<file path="src/rtl/c_bus_writeback.sv">
// C-bus write-back stage: decodes the destination, buffers accepted writes in a
// small FIFO and issues one registered one-hot register-file strobe per cycle.
module c_bus_writeback #(
  parameter int DEPTH = 2,
  parameter int DW    = 16
) (
  input  logic                     Clock,
  input  logic                     Reset,
  input  logic [DW-1:0]            C_BUS_in,
  input  logic [1:0]               MUX1S,
  input  logic [4:0]               RG1_out,
  input  logic [4:0]               MUX1D_out,
  input  logic                     WB_VALID_in,
  output logic                     WB_READY_out,
  input  logic                     WB_EN_in,
  input  logic [4:0]               RD_ADDR_in,
  output logic                     PEND_HIT_out,
  output logic [15:0]              WE_out,
  output logic                     I_WE_out,
  output logic [DW-1:0]            W_DATA_out,
  output logic                     ERR_out,
  output logic [$clog2(DEPTH):0]   COUNT_out
);

  localparam int AW = $clog2(DEPTH);
  localparam int CW = AW + 1;
  localparam logic [4:0] I_CODE = 5'd23;

  function automatic logic is_legal(input logic [4:0] d);
    return ((d != 5'd0) && (d < 5'd16)) || (d == I_CODE);
  endfunction

  function automatic logic [15:0] reg_onehot(input logic [4:0] d);
    logic [15:0] r;
    r = '0;
    if ((d != 5'd0) && (d < 5'd16)) r[d[3:0]] = 1'b1;
    return r;
  endfunction

  logic [4:0]    dest_mem [DEPTH];
  logic [DW-1:0] data_mem [DEPTH];
  logic [AW-1:0] rd_ptr, wr_ptr;
  logic [CW-1:0] count;
  logic [4:0]    iss_dest;

  logic [4:0]    dest_p0;
  logic          sel_ok_p0, acc_p0, push_p0, drop_p0, pop_p0;
  logic [4:0]    head_dest;
  logic [AW-1:0] off;
  logic          hit;

  // Stage p0: destination decode and handshake
  always_comb begin
    dest_p0   = (MUX1S == 2'd1) ? RG1_out : MUX1D_out;
    sel_ok_p0 = (MUX1S == 2'd1) || (MUX1S == 2'd2);
    acc_p0    = WB_VALID_in && WB_READY_out && sel_ok_p0;
    push_p0   = acc_p0 && is_legal(dest_p0);
    drop_p0   = acc_p0 && !is_legal(dest_p0);
    pop_p0    = (count != '0) && WB_EN_in;
    head_dest = dest_mem[rd_ptr];
  end

  assign WB_READY_out = (count < CW'(DEPTH));
  assign COUNT_out    = count;

  always_ff @(posedge Clock or posedge Reset) begin
    if (Reset) begin
      rd_ptr  <= '0;
      wr_ptr  <= '0;
      count   <= '0;
      ERR_out <= 1'b0;
    end else begin
      if (push_p0) wr_ptr <= wr_ptr + 1'b1;
      if (pop_p0)  rd_ptr <= rd_ptr + 1'b1;
      if (push_p0 && !pop_p0)      count <= count + 1'b1;
      else if (!push_p0 && pop_p0) count <= count - 1'b1;
      if (drop_p0) ERR_out <= 1'b1;
    end
  end

  always_ff @(posedge Clock) begin
    if (push_p0) begin
      dest_mem[wr_ptr] <= dest_p0;
      data_mem[wr_ptr] <= C_BUS_in;
    end
  end

  // Stage p1: registered strobe; enables last exactly one cycle per entry
  always_ff @(posedge Clock or posedge Reset) begin
    if (Reset) begin
      WE_out     <= '0;
      I_WE_out   <= 1'b0;
      W_DATA_out <= '0;
      iss_dest   <= '0;
    end else if (pop_p0) begin
      WE_out     <= reg_onehot(head_dest);
      I_WE_out   <= (head_dest == I_CODE);
      W_DATA_out <= data_mem[rd_ptr];
      iss_dest   <= head_dest;
    end else begin
      WE_out   <= '0;
      I_WE_out <= 1'b0;
    end
  end

  // An entry is live when its distance from the head is below the occupancy
  always_comb begin
    hit = 1'b0;
    off = '0;
    for (int i = 0; i < DEPTH; i++) begin
      off = AW'(i) - rd_ptr;
      if (({1'b0, off} < count) && (dest_mem[i] == RD_ADDR_in)) hit = 1'b1;
    end
    if (((|WE_out) || I_WE_out) && (iss_dest == RD_ADDR_in)) hit = 1'b1;
    if (RD_ADDR_in == 5'd0) hit = 1'b0;
  end

  assign PEND_HIT_out = hit;

endmodule

</file>
<file path="config.mk">
export PLATFORM = sky130hd
export DESIGN_NAME = c_bus_writeback
export DESIGN_NICKNAME = d
export VERILOG_FILES = /design/src/rtl/c_bus_writeback.sv
export SDC_FILE = /design/constraint.sdc
export NUM_CORES = 1
export LEC_CHECK = 0
export ABC_AREA = 1
export BUFFER_PORTS_ARGS = -buffer_cell sky130_fd_sc_hd__buf_2
export CORE_MARGIN = 5
export CORE_UTILIZATION = 30
export DETAILED_ROUTE_END_ITERATION = 12
export SYNTH_ARGS = -nofsm -noshare
export SYNTH_HDL_FRONTEND = slang
export SYNTH_SLANG_ARGS = --single-unit
export TNS_END_PERCENT = 5
</file>
<file path="constraint.sdc">
create_clock -name Clock -period 2.35 [get_ports Clock]
set_input_delay 0.235 -clock Clock [delete_from_list [all_inputs] [get_ports Clock]]
set_output_delay 0.235 -clock Clock [all_outputs]
set_load 0.03 [all_outputs]
</file>
======== Yosys cells after proc, flatten, opt, wreduce, memory -nomap -nowiden ========
Memories as Yosys holds them, arrays and structs flattened. A register that Yosys moved wholly into a read port is not among the register bits.
Cells that the tools add are included.
storage, ports and cells
  RAM bits ................................ 42
  input port bits ......................... 37
  logic and storage cells ................. 68
  flip-flop bits (word level) ............. 27
  memories ................................ 2
memory list
  name      words  width  read ports  clocked after Yosys merged registers in  wr ports  line  source
  data_mem  2      16     1           1                                        1         41    logic [DW-1:0] data_mem [DEPTH];
  dest_mem  2      5      3           0                                        1         40    logic [4:0] dest_mem [DEPTH];
operators by class
  reduce and logical (&&, ||, !) cells .... 25
  magnitude comparators ................... 7
  muxes and demuxes ....................... 14
  add/subtract/negate cells ............... 6
  equal/unequal tests ..................... 7
operators by type and width
  kind                 count
  $mux 16              2
  $reduce_or 16->1     1
  $eq 5x5->1           3
  $logic_and 1x1->1    13
  $eq 5x5->1 const B   2
  $lt 5x5->1 const B   2
  $reduce_bool 5->1    2
  $mux 1               8
  $logic_not 5->1      1
  $lt 4x5->1 const B   1
  $mux 5               1
  $demux 1 s4          1
  $ge 4x1->1 const B   1
  $lt 1x2->1           2
  $mux 2               2
  $reduce_bool 2->1    2
  $logic_not 1->1      3
  $logic_or 1x1->1     3
  $add 1x1->1 const B  2
  $add 2x1->2 const B  1
  $eq 2x1->1 const B   1
  $eq 2x2->1 const B   1
  $lt 2x2->1 const B   1
  $sub 1x1->1 const A  2
  $sub 2x1->2 const B  1

======== Logic depth before layout (Yosys ltp) ========
Gate-level depths: netlist of run 1.
  depth in word-level cells ............... 10
  gate-level depth with buffers ........... 15
  depth with buffers taken out ............ 15

======== Worst setup path before layout of run 1 ========
OpenSTA, ideal clock, no wires.
  path type ............................... in2reg
  start point ............................. input MUX1S[1]
  end point ............................... memory data_mem[1][0] (enable)
  arrival time ............................ 1,989 ps
  slack ................................... -38 ps
  stages on the path ...................... 11
  setup time .............................. 399 ps
  cell sequence ........................... inv_1 ha_1 inv_2 nand2_1 nand2_1 inv_1 nor2_1 nand2_1 nand2_1 nand3_2 nor2_1
on the way
  longest elaborated chain between the ends .. 8
  elaborated cells between the ends (all ways) .. 13
ends and longest elaborated chain
  item                                                    line  source
  start: declaration                                      10    input logic [1:0] MUX1S,
  $eq 2x1->1 (*)                                          54    dest_p0 = (MUX1S == 2'd1) ? RG1_out : MUX1D_out;
  $mux 5 (*)                                              54
  named net dest_p0[0]                                    46    logic [4:0] dest_p0;
  $lt 5x5->1 / $reduce_bool 5->1 (equally long branches)  30    return ((d != 5'd0) && (d < 5'd16)) || (d == I_CODE);
  $logic_and 1x1->1                                       30
  $logic_or 1x1->1 (*)                                    30
  $logic_and 1x1->1 (*)                                   57    push_p0 = acc_p0 && is_legal(dest_p0);
  $mux 1 (*)                                              82    if (push_p0) begin
  $mux 1 (implied by the code) (*)                        84    data_mem[wr_ptr] <= C_BUS_in;
  end: declaration                                        41
The timed path passes the listed nets; every way through them passes the cells marked *.

======== Worst setup path after layout of run 1 ========
  start point ............................. register rd_ptr
  end point ............................... output PEND_HIT_out
on the way
  longest elaborated chain between the ends .. 7
  elaborated cells between the ends (all ways) .. 10
ends and longest elaborated chain
  item                      line  source
  start: declaration        42    logic [AW-1:0] rd_ptr, wr_ptr;
  start signal: assignment  74    if (pop_p0) rd_ptr <= rd_ptr + 1'b1;
  $sub 1x1->1               111   off = AW'(i) - rd_ptr;
  $lt 1x2->1                112   if (({1'b0, off} < count) && (dest_mem[i] == RD_ADDR_in)) hit = 1'b1;
  $logic_and 1x1->1         112
  $mux 1                    112
  $mux 1 (*)                112
  $mux 1 (*)                114   if (((|WE_out) || I_WE_out) && (iss_dest == RD_ADDR_in)) hit = 1'b1;
  $mux 1 (*)                115   if (RD_ADDR_in == 5'd0) hit = 1'b0;
  end: declaration          17    output logic PEND_HIT_out,
Every way passes the cells marked *; elsewhere a longest branch is shown, timed or not.

==> flow_summary.json, run 1 <==
{
  "combPwrFrac_pct": 31.6,
  "max_freq_mhz": 526,
  "port_buffers": 74,
  "p_sw_share_pct": 37.4,
  "p_switching_mw": 1.98,
  "dr.pass1.iters": 4,
  "hold_class": "in -> reg",
  "clock_latency_ns": 0.35,
  "slew_violations": 0,
  "power_density_mw_per_mm2": 1170,
  "worst_setup_path_start_kind": "flip-flop",
  "finalSetupTns_ns": 0,
  "yosysTopAreaCellShare_pct": 34.6,
  "p_clk_share_pct": 30.0,
  "dieArea_sq_mm": 0.0144,
  "power_mw": 5.29,
  "whs_path_depth": 1,
  "viasPerCell": 4.34,
  "die_x_um": 120,
  "synth_nets": 405,
  "synth_edf_count": 42,
  "grt_pass1_wl_um": 13200,
  "yosys-top-cells-count": "nand2_1 (112), nor2_1 (61), dfrtp_1 (43)",
  "antenna_left": 0,
  "p_seq_share_pct": 38.3,
  "max-vdd-ir-drop_mv": 0.378,
  "hp-start": "C_BUS_in[2]",
  "yosys.cell_count.top_type": "nand2_1",
  "ctsHoldBuffers": 0,
  "reg2regPathDepth": 7,
  "synth-seq-cells": 85,
  "clock-sinks": 85,
  "area_growth_syn_to_layout_pct": 24.3,
  "antenna_cells": 0,
  "cts_tree": "built",
  "ios": 75,
  "worst_slew_pin_slew_ns": 0.913,
  "status": "finished clean",
  "ctsRootBufferMaster": "clkbuf_16",
  "track_usage_pct": 11.8,
  "cts_resized": 0,
  "drv_cap": 0,
  "grt_max_degree": 44,
  "fin_crit_ns": 1.90,
  "cts_setup_buffers": 0,
  "cts_buffers": 9,
  "finClkSkew_ns": 0.00949,
  "fin_crit_sh_pct": 80.9,
  "yosys.area.top_type": "edfxtp_1",
  "chipHeight_um": 120,
  "timing.rr.end": "COUNT_out[1]",
  "clk_pin_slew_worst_paths_ns": 0.07,
  "hold_viol": 0,
  "num-nets-final": 488,
  "place_congestion": 0.827,
  "grt.overflow.total": 0,
  "coreArea_sq_mm": 0.0120,
  "wl_per_cell_um": 13.1,
  "cts_max_level": 3,
  "ys_seq_area_share_pct": 64.2,
  "synth_area_sq_mm": 0.00364,
  "cp.arrival_ns": 1.67,
  "rsz0062_at_grt": "no",
  "ys_warn_count": 0,
  "synth_ff_type": "dfrtp_1",
  "placed_area_sq_mm": 0.00419,
  "grt_pass1_vias": 2762,
  "hold_path_end": "data_mem[0][2]",
  "clockBufferDepth": 2,
  "rows": 40,
  "syn_avg_cell_area_sq_um": 9.95,
  "layout-drive-gt1-share_pct": 25.6,
  "critPathRequiredTime_ns": 2.12,
  "start_util_pct": 30.4,
  "r2r_slack_ns": 0.45,
  "finalSetupViolations": 0,
  "finish.instance_area_sq_mm": 0.00453,
  "p_int_mw": 3.31,
  "synthArstFlopShare_pct": 50.6,
  "finalWirelength_um": 7890,
  "dp_hpwl_um": 5830,
  "synth_cell_types": 29,
  "synth_area_leaders": "edfxtp_1 (35%), dfrtp_1 (30%), nand2_1 (12%)",
  "drt_iter0_drc": 115,
  "maxSlewHeadroom_pct": 39.0,
  "end_kind": "output pin",
  "r2r_start": "COUNT_out[1]",
  "worstSetupPathType": "reg -> out",
  "fillers": 1186,
  "antenna_found_initial": 1,
  "route.detailed.drc": 0,
  "power.leakage_nw": 2.15,
  "vias": 2607,
  "syn_inst": 366,
  "crit_fanout": 13
}
## worst max-delay path, stage by stage, from the launching register on
cell and delay [ns]:
dfrtp_1 0.35, buf_4 0.20, clkinv_1 0.10, a21oi_1 0.14
nor2_1 0.07, nand3_1 0.07, nand2_1 0.06, nor2_1 0.11
nor2_1 0.05, buf_2 0.18
## state kept, by name, indices dropped and copies added, names as in the netlist, 2 cells and up
signal	cells
COUNT_out	2
data_mem	32
WE_out	16
iss_dest	5
W_DATA_out	16
dest_mem	10
## cell usage in the layout, fill, tap and decap left out, drive strengths merged
cell / netlist / final
edfxtp: 42 / 42
xnor2: 2 / 2
nand4: 1 / 1
nand3: 11 / 11
nor3: 2 / 2
buf: 8 / 80
nor2: 63 / 63
and2: 2 / 2
nand2: 114 / 114
ha: 2 / 2
clkinv: 1 / 2
bufinv: 0 / 2
dfrtp: 43 / 43
a21oi: 6 / 6
inv: 40 / 44
o21ai: 10 / 10
conb: 1 / 1
clkbuf: 0 / 9
xor2: 2 / 2
a31oi: 16 / 16
## worst max path at each step
stage	cells past startpoint	endpoint	startpoint	slack, ns
floorplan	11	data_mem[1][0]	MUX1S[1]	0.30
global placement	14	COUNT_out[1]	MUX1S[1]	0.30
detailed placement	14	COUNT_out[1]	MUX1S[1]	0.17
CTS	9	PEND_HIT_out	rd_ptr	0.41
global route	9	PEND_HIT_out	rd_ptr	0.25
finish	9	PEND_HIT_out	rd_ptr	0.45
## logic make-up after synthesis
family	count (synthesis)	share of synthesized area (%)
compound gates	32	6.49
xor+xnor	4	0.962
fa+ha+maj	2	0.687
buf+inv	49	6.08
flops	85	64.2
other cells	1	0.103
simple gates	193	21.5
## through the flow
| stage | setup WS (ns) | util (%) | cells | hold WS, ns |
|---|---|---|---|---|
| CTS | 0.413 | 37.9 | 601 | 0.0586 |
| floorplan | 0.303 | - | 366 | 0.334 |
| detailed placement | 0.167 | 35.0 | 585 | 0.429 |
| global route | 0.252 | 37.9 | 601 | 0.0553 |
| finish | 0.448 | 37.9 | 601 | 0.0760 |
| global placement | 0.300 | 35.0 | 585 | 0.427 |
## layer usage
layer	track usage [%]	wire length [um]	up-vias
li1	-	-	1334
met1	13.3	3270	1208
met2	20.7	4090	48
met3	3.70	380	15
met4	4.72	131	2
met5	0	11	-
## power groups by stage
stage               Combinational (mW)  Sequential (mW)  Clock [mW]
finish                            1.67             2.03        1.59
global route                      1.86             2.07        1.70
CTS                               1.71             2.04        1.64
detailed placement                1.71             2.06           0
global placement                  1.67             2.05           0
floorplan                        0.918             2.37           0
## layout make-up
type / count / area, sq um / area share (%)
Clock inverter: 7 / 114 / 2.51
Inverter: 41 / 154 / 3.40
Clock buffer: 9 / 225 / 4.97
Tap cell: 147 / 184 / 4.06
Multi-Input combinational cell: 232 / 1090 / 24.0
Timing Repair Buffer: 80 / 428 / 9.45
Sequential cell: 85 / 2340 / 51.6
Power figures use the tool's default switching activity.
==> run 2: changes to the inputs <==
==> constraint.sdc (replaced) <==
create_clock -name Clock -period 1.6 [get_ports Clock]
set_input_delay 0.16 -clock Clock [delete_from_list [all_inputs] [get_ports Clock]]
set_output_delay 0.16 -clock Clock [all_outputs]
set_load 0.03 [all_outputs]
==> flow_summary.json, run 2 (synthesis gave the netlist of run 1 again) <==
{
  "critPathBufInv": 1,
  "cp-startpoint": "dest_mem[1][3]",
  "reg2regPathDepth": 8,
  "place_ws_ns": -0.276,
  "hold_class": "in -> reg",
  "viasPerCell": 4.37,
  "power.leakage_nw": 2.25,
  "cp.arrival_ns": 1.52,
  "power_density_mw_per_mm2": 1660,
  "hold_viol": 0,
  "p_clk_share_pct": 28.2,
  "port_buffers": 74,
  "critPathRequiredTime_ns": 1.44,
  "wl_per_cell_um": 12.6,
  "utilization_pct": 40.4,
  "status": "complete, but fails checks",
  "hold_path_end": "data_mem[1][9]",
  "num-nets-final": 508,
  "drt_iter0_drc": 154,
  "slew_violations": 0,
  "max_freq_mhz": 597,
  "start_util_pct": 30.4,
  "r2r_start": "COUNT_out[1]",
  "p_int_mw": 5.08,
  "fin_crit_sh_pct": 105,
  "wl_met2_um": 4130,
  "combPwrFrac_pct": 34.5,
  "reg_top3": "data_mem: 32 flops, WE_out: 16 flops, W_DATA_out: 16 flops",
  "largest_reg_flops": 32,
  "die_x_um": 120,
  "final_cell_mix": "nand2_1 (108), buf_2 (73), nor2_1 (58)",
  "rsz0062_at_grt": "yes",
  "coreArea_sq_mm": 0.0120,
  "drv_cap": 0,
  "critical-path-top-delay-family": "simple AND/OR/NAND/NOR gates",
  "finalWirelength_um": 7850,
  "wl_met3_um": 397,
  "top_layer": "met5",
  "finalSetupViolations": 2,
  "max-vdd-ir-drop_mv": 0.655,
  "violations": "negative setup slack",
  "fin_ws_ns": -0.0755,
  "p_sw_share_pct": 36.7,
  "crit_fanout": 3,
  "hp-start": "C_BUS_in[9]",
  "finClkSkew_ns": 0.00417,
  "chipHeight_um": 120,
  "grt.overflow.total": 0,
  "dr.pass1.iters": 4,
  "cts_max_level": 3,
  "clock-sinks": 85,
  "holdWs_ns": 0.0157,
  "p_switching_mw": 2.94,
  "end_kind": "output pin",
  "dp.cells": 598,
  "antenna_cells": 0,
  "clockBufferDepth": 2,
  "crit_chain": "nand2_1 > nand2_1 > nor2_1 > nand3_1 > nand2_1 > nor2_1 > nor2_1 > buf_4",
  "dieArea_sq_mm": 0.0144,
  "rows": 40,
  "critPathMaxStageDelay_ns": 0.41,
  "final_common_cell": "nand2_1",
  "grt_pass1_wl_um": 13100,
  "whs_path_depth": 1,
  "timing.rr.end": "COUNT_out[1]",
  "grt_max_degree": 39,
  "r2r_slack_ns": -0.02,
  "cts_tree": "built",
  "cts_buffers": 9,
  "place_congestion": 0.807,
  "grt_pass1_vias": 2828,
  "fillers": 1136,
  "track_usage_pct": 11.3,
  "antenna_found_initial": 1,
  "vias": 2713,
  "layout-drive-gt1-share_pct": 32.3,
  "clock_latency_ns": 0.33,
  "route.detailed.drc": 0,
  "antenna_left": 0,
  "worst_setup_path_start_kind": "flip-flop",
  "ctsRootBufferMaster": "clkbuf_16",
  "dp_hpwl_um": 6030,
  "area_growth_syn_to_layout_pct": 32.7,
  "worstSetupPathType": "reg -> out",
  "ios": 75,
  "p_seq_share_pct": 37.3,
  "worst_path_max_delay_cell": "edfxtp_1",
  "fin_crit_ns": 1.68,
  "largest-register": "data_mem",
  "wl_met1_um": 3190,
  "final_cells": 621,
  "clk_pin_slew_worst_paths_ns": 0.07
}
==> run 2: changes by cell type in the layout (fill, tap and decap cells not counted), sizes merged <==
cell / before / now
buf: 80 / 99
clkinv: 2 / 4
clkinvlp: 0 / 1
dlygate4sd3: 0 / 1
inv: 44 / 41
==> run 2: worst max-delay path by stage <==
stage                           to  cells past startpoint
global placement      COUNT_out[1]                     16
global route          PEND_HIT_out                      9
CTS                   PEND_HIT_out                      9
finish                PEND_HIT_out                      8
floorplan           data_mem[1][0]                     11
detailed placement    COUNT_out[1]                     16
==> run 2: timing repair <==
item,in CTS,in global routing
setup buffers,6,0
pin swaps,3,2
hold buffers,1,0
resized for setup,8,1
endpoints found under the hold margin,18,0
endpoints found under the setup margin,1,23
==> run 2: power groups by stage <==
stage	Combinational (mW)	Sequential (mW)	Clock, mW
6_report	2.77	3.00	2.26
5_1_grt	3.05	3.05	2.39
4_1_cts	2.81	3.00	2.30
3_5_place_dp	2.70	3.03	0
3_3_place_gp	2.65	3.02	0
2_1_floorplan	1.39	3.49	0
==> run 2: layout make-up <==
cell class	instances	area, sq um	area share [%]
multi-input combinational	232	1160	24.0
inverter	41	175	3.62
timing repair buffer	100	641	13.3
sequential	85	2340	48.4
clock buffer	9	225	4.66
clock inverter	7	106	2.20
tap	147	184	3.80
==> run 2: per-stage QoR <==
step	setup TNS [ns]	cell area (sq um)	power, mW
6_report	-0.100	4830	8.02
3_5_place_dp	-9.00	4420	5.73
3_3_place_gp	-7.30	4420	5.67
4_1_cts	-0.145	4830	8.11
2_1_floorplan	-1.09	3730	4.88
5_1_grt	-0.972	4830	8.50
==> run 2: per-layer routing <==
layer / up-vias / GRT usage [%]
met4: 2 / 3.72
met3: 13 / 3.27
met5: - / 0
li1: 1369 / -
met1: 1271 / 12.7
met2: 58 / 20.6
==> run 3: changes to the inputs <==
--- a/config.mk
+++ b/config.mk
@@ -7,8 +7,9 @@
 export LEC_CHECK = 0
 export ABC_AREA = 1
 export BUFFER_PORTS_ARGS = -buffer_cell sky130_fd_sc_hd__buf_2
+export CORE_ASPECT_RATIO = 1.4
 export CORE_MARGIN = 5
-export CORE_UTILIZATION = 30
+export CORE_UTILIZATION = 25
 export DETAILED_ROUTE_END_ITERATION = 12
 export SYNTH_ARGS = -nofsm -noshare
 export SYNTH_HDL_FRONTEND = slang
==> flow_summary.json, run 3 (synthesis gave the netlist of run 1 again) <==
{
  "reg_top3": "data_mem: 32 flops, WE_out: 16 flops, W_DATA_out: 16 flops",
  "power_density_mw_per_mm2": 1610,
  "place_congestion": 0.794,
  "slew_violations": 0,
  "wl_per_cell_um": 12.0,
  "viasPerCell": 4.07,
  "max_freq_mhz": 580,
  "status": "complete, but fails checks",
  "dp_hpwl_um": 6070,
  "cts_max_level": 3,
  "start_util_pct": 25.3,
  "finalSetupViolations": 2,
  "cp.arrival_ns": 1.56,
  "power.leakage_nw": 2.24,
  "clock-sinks": 85,
  "clock_latency_ns": 0.33,
  "clk_pin_slew_worst_paths_ns": 0.06,
  "layout-drive-gt1-share_pct": 30.5,
  "cts_buffers": 9,
  "rsz0062_at_grt": "yes",
  "ctsRootBufferMaster": "clkbuf_16",
  "worstSetupPathType": "reg -> out",
  "max-vdd-ir-drop_mv": 0.478,
  "clockBufferDepth": 2,
  "finalWirelength_um": 7960,
  "antenna_found_initial": 0,
  "antenna_left": 0,
  "finClkSkew_ns": 0.00548,
  "dp.cells": 639,
  "final_common_cell": "nand2_1",
  "grt_max_degree": 39,
  "chipHeight_um": 153,
  "end_kind": "output pin",
  "largest-register": "data_mem",
  "vias": 2708,
  "cts_tree": "built",
  "utilization_pct": 34.0,
  "dieArea_sq_mm": 0.0171,
  "critPathRequiredTime_ns": 1.44,
  "drt_iter0_drc": 82,
  "hold_class": "in -> reg",
  "route.detailed.drc": 0,
  "track_usage_pct": 9.71,
  "fin_ws_ns": -0.124,
  "grt.overflow.total": 0,
  "hold_viol": 0,
  "grt_pass1_wl_um": 13200,
  "rows": 52,
  "ios": 75,
  "final_cells": 666,
  "crit_fanout": 5,
  "largest_reg_flops": 32,
  "coreArea_sq_mm": 0.0144,
  "fin_crit_sh_pct": 108,
  "area_growth_syn_to_layout_pct": 34.3,
  "port_buffers": 74,
  "drv_cap": 0,
  "grt_pass1_vias": 2755,
  "num-nets-final": 510,
  "die_x_um": 112,
  "worst_setup_path_start_kind": "flip-flop",
  "violations": "negative setup slack",
  "fin_crit_ns": 1.72,
  "dr.pass1.iters": 5,
  "final_cell_mix": "nand2_1 (108), buf_2 (73), nor2_1 (57)"
}
==> run 3: repair_timing <==
action | in CTS | in global routing
endpoints found under the setup margin | 1 | 53
buffers inserted | 1 | 0
pin swaps | 1 | 2
endpoints found under the hold margin | 27 | 2
resized for setup | 2 | 6
hold buffers | 8 | 1
==> run 3: metal layers <==
| metal | wire length, um | vias up | share of wire [%] | GRT usage, % |
|---|---|---|---|---|
| li1 | - | 1376 | - | - |
| met1 | 3010 | 1259 | 38 | 9.84 |
| met2 | 4390 | 61 | 55 | 18.1 |
| met3 | 397 | 12 | 5.0 | 3.40 |
| met4 | 155 | 0 | 1.9 | 3.61 |
| met5 | 0 | - | 0 | 0 |
==> run 3: per-stage QoR <==
stage               power, mW  cell area, sq um  setup WS [ns]  setup TNS [ns]  hold WS (ns)
floorplan                4.88              3730        -0.0510           -1.09         0.259
global placement         5.66              4460         -0.213           -7.02         0.146
detailed placement       5.72              4460         -0.258           -7.92         0.153
CTS                      7.98              4870         -0.165          -0.254       0.00114
global route             8.41              4890         -0.198           -1.40       0.00526
finish                   7.88              4890         -0.124          -0.130        0.0204
==> run 3: worst max-delay path: stages, from the launching register on <==
cell and delay [ns]:
dfrtp_2 0.40, buf_4 0.16, a21oi_1 0.14, nor2_1 0.07
nand3_1 0.06, nand2_1 0.05, nor2_1 0.12, nor2_1 0.07
buf_4 0.17
==> run 3: area by class of cell <==
class                           count  area (sq um)
Clock inverter                      4          72.6
Tap cell                          189           236
Timing Repair Buffer              102           656
Multi-Input combinational cell    232          1160
Sequential cell                    85          2340
Clock buffer                       12           246
Antenna cell                        1          2.50
Inverter                           41           175
Fill cell                        1416          9490
==> run 3: path summary, 6_finish.rpt <==
kind,to,slack [ns],cells past startpoint,from
hold reg to reg,ERR_out,0.47,2,ERR_out
min in group asynchronous,W_DATA_out[10],0.34,3,Reset
max in group asynchronous,COUNT_out[1],0.78,4,Reset
setup / recovery,PEND_HIT_out,-0.12,8,COUNT_out[1]
hold / removal,data_mem[1][9],0.02,1,C_BUS_in[9]
setup reg to reg,COUNT_out[1],-0.01,8,COUNT_out[1]
==> run 3: report_power, final <==
part	switching, mW	internal (mW)
Combinational	1.81	0.915
Clock	0.779	1.41
Sequential	0.249	2.73
Total	2.83	5.05
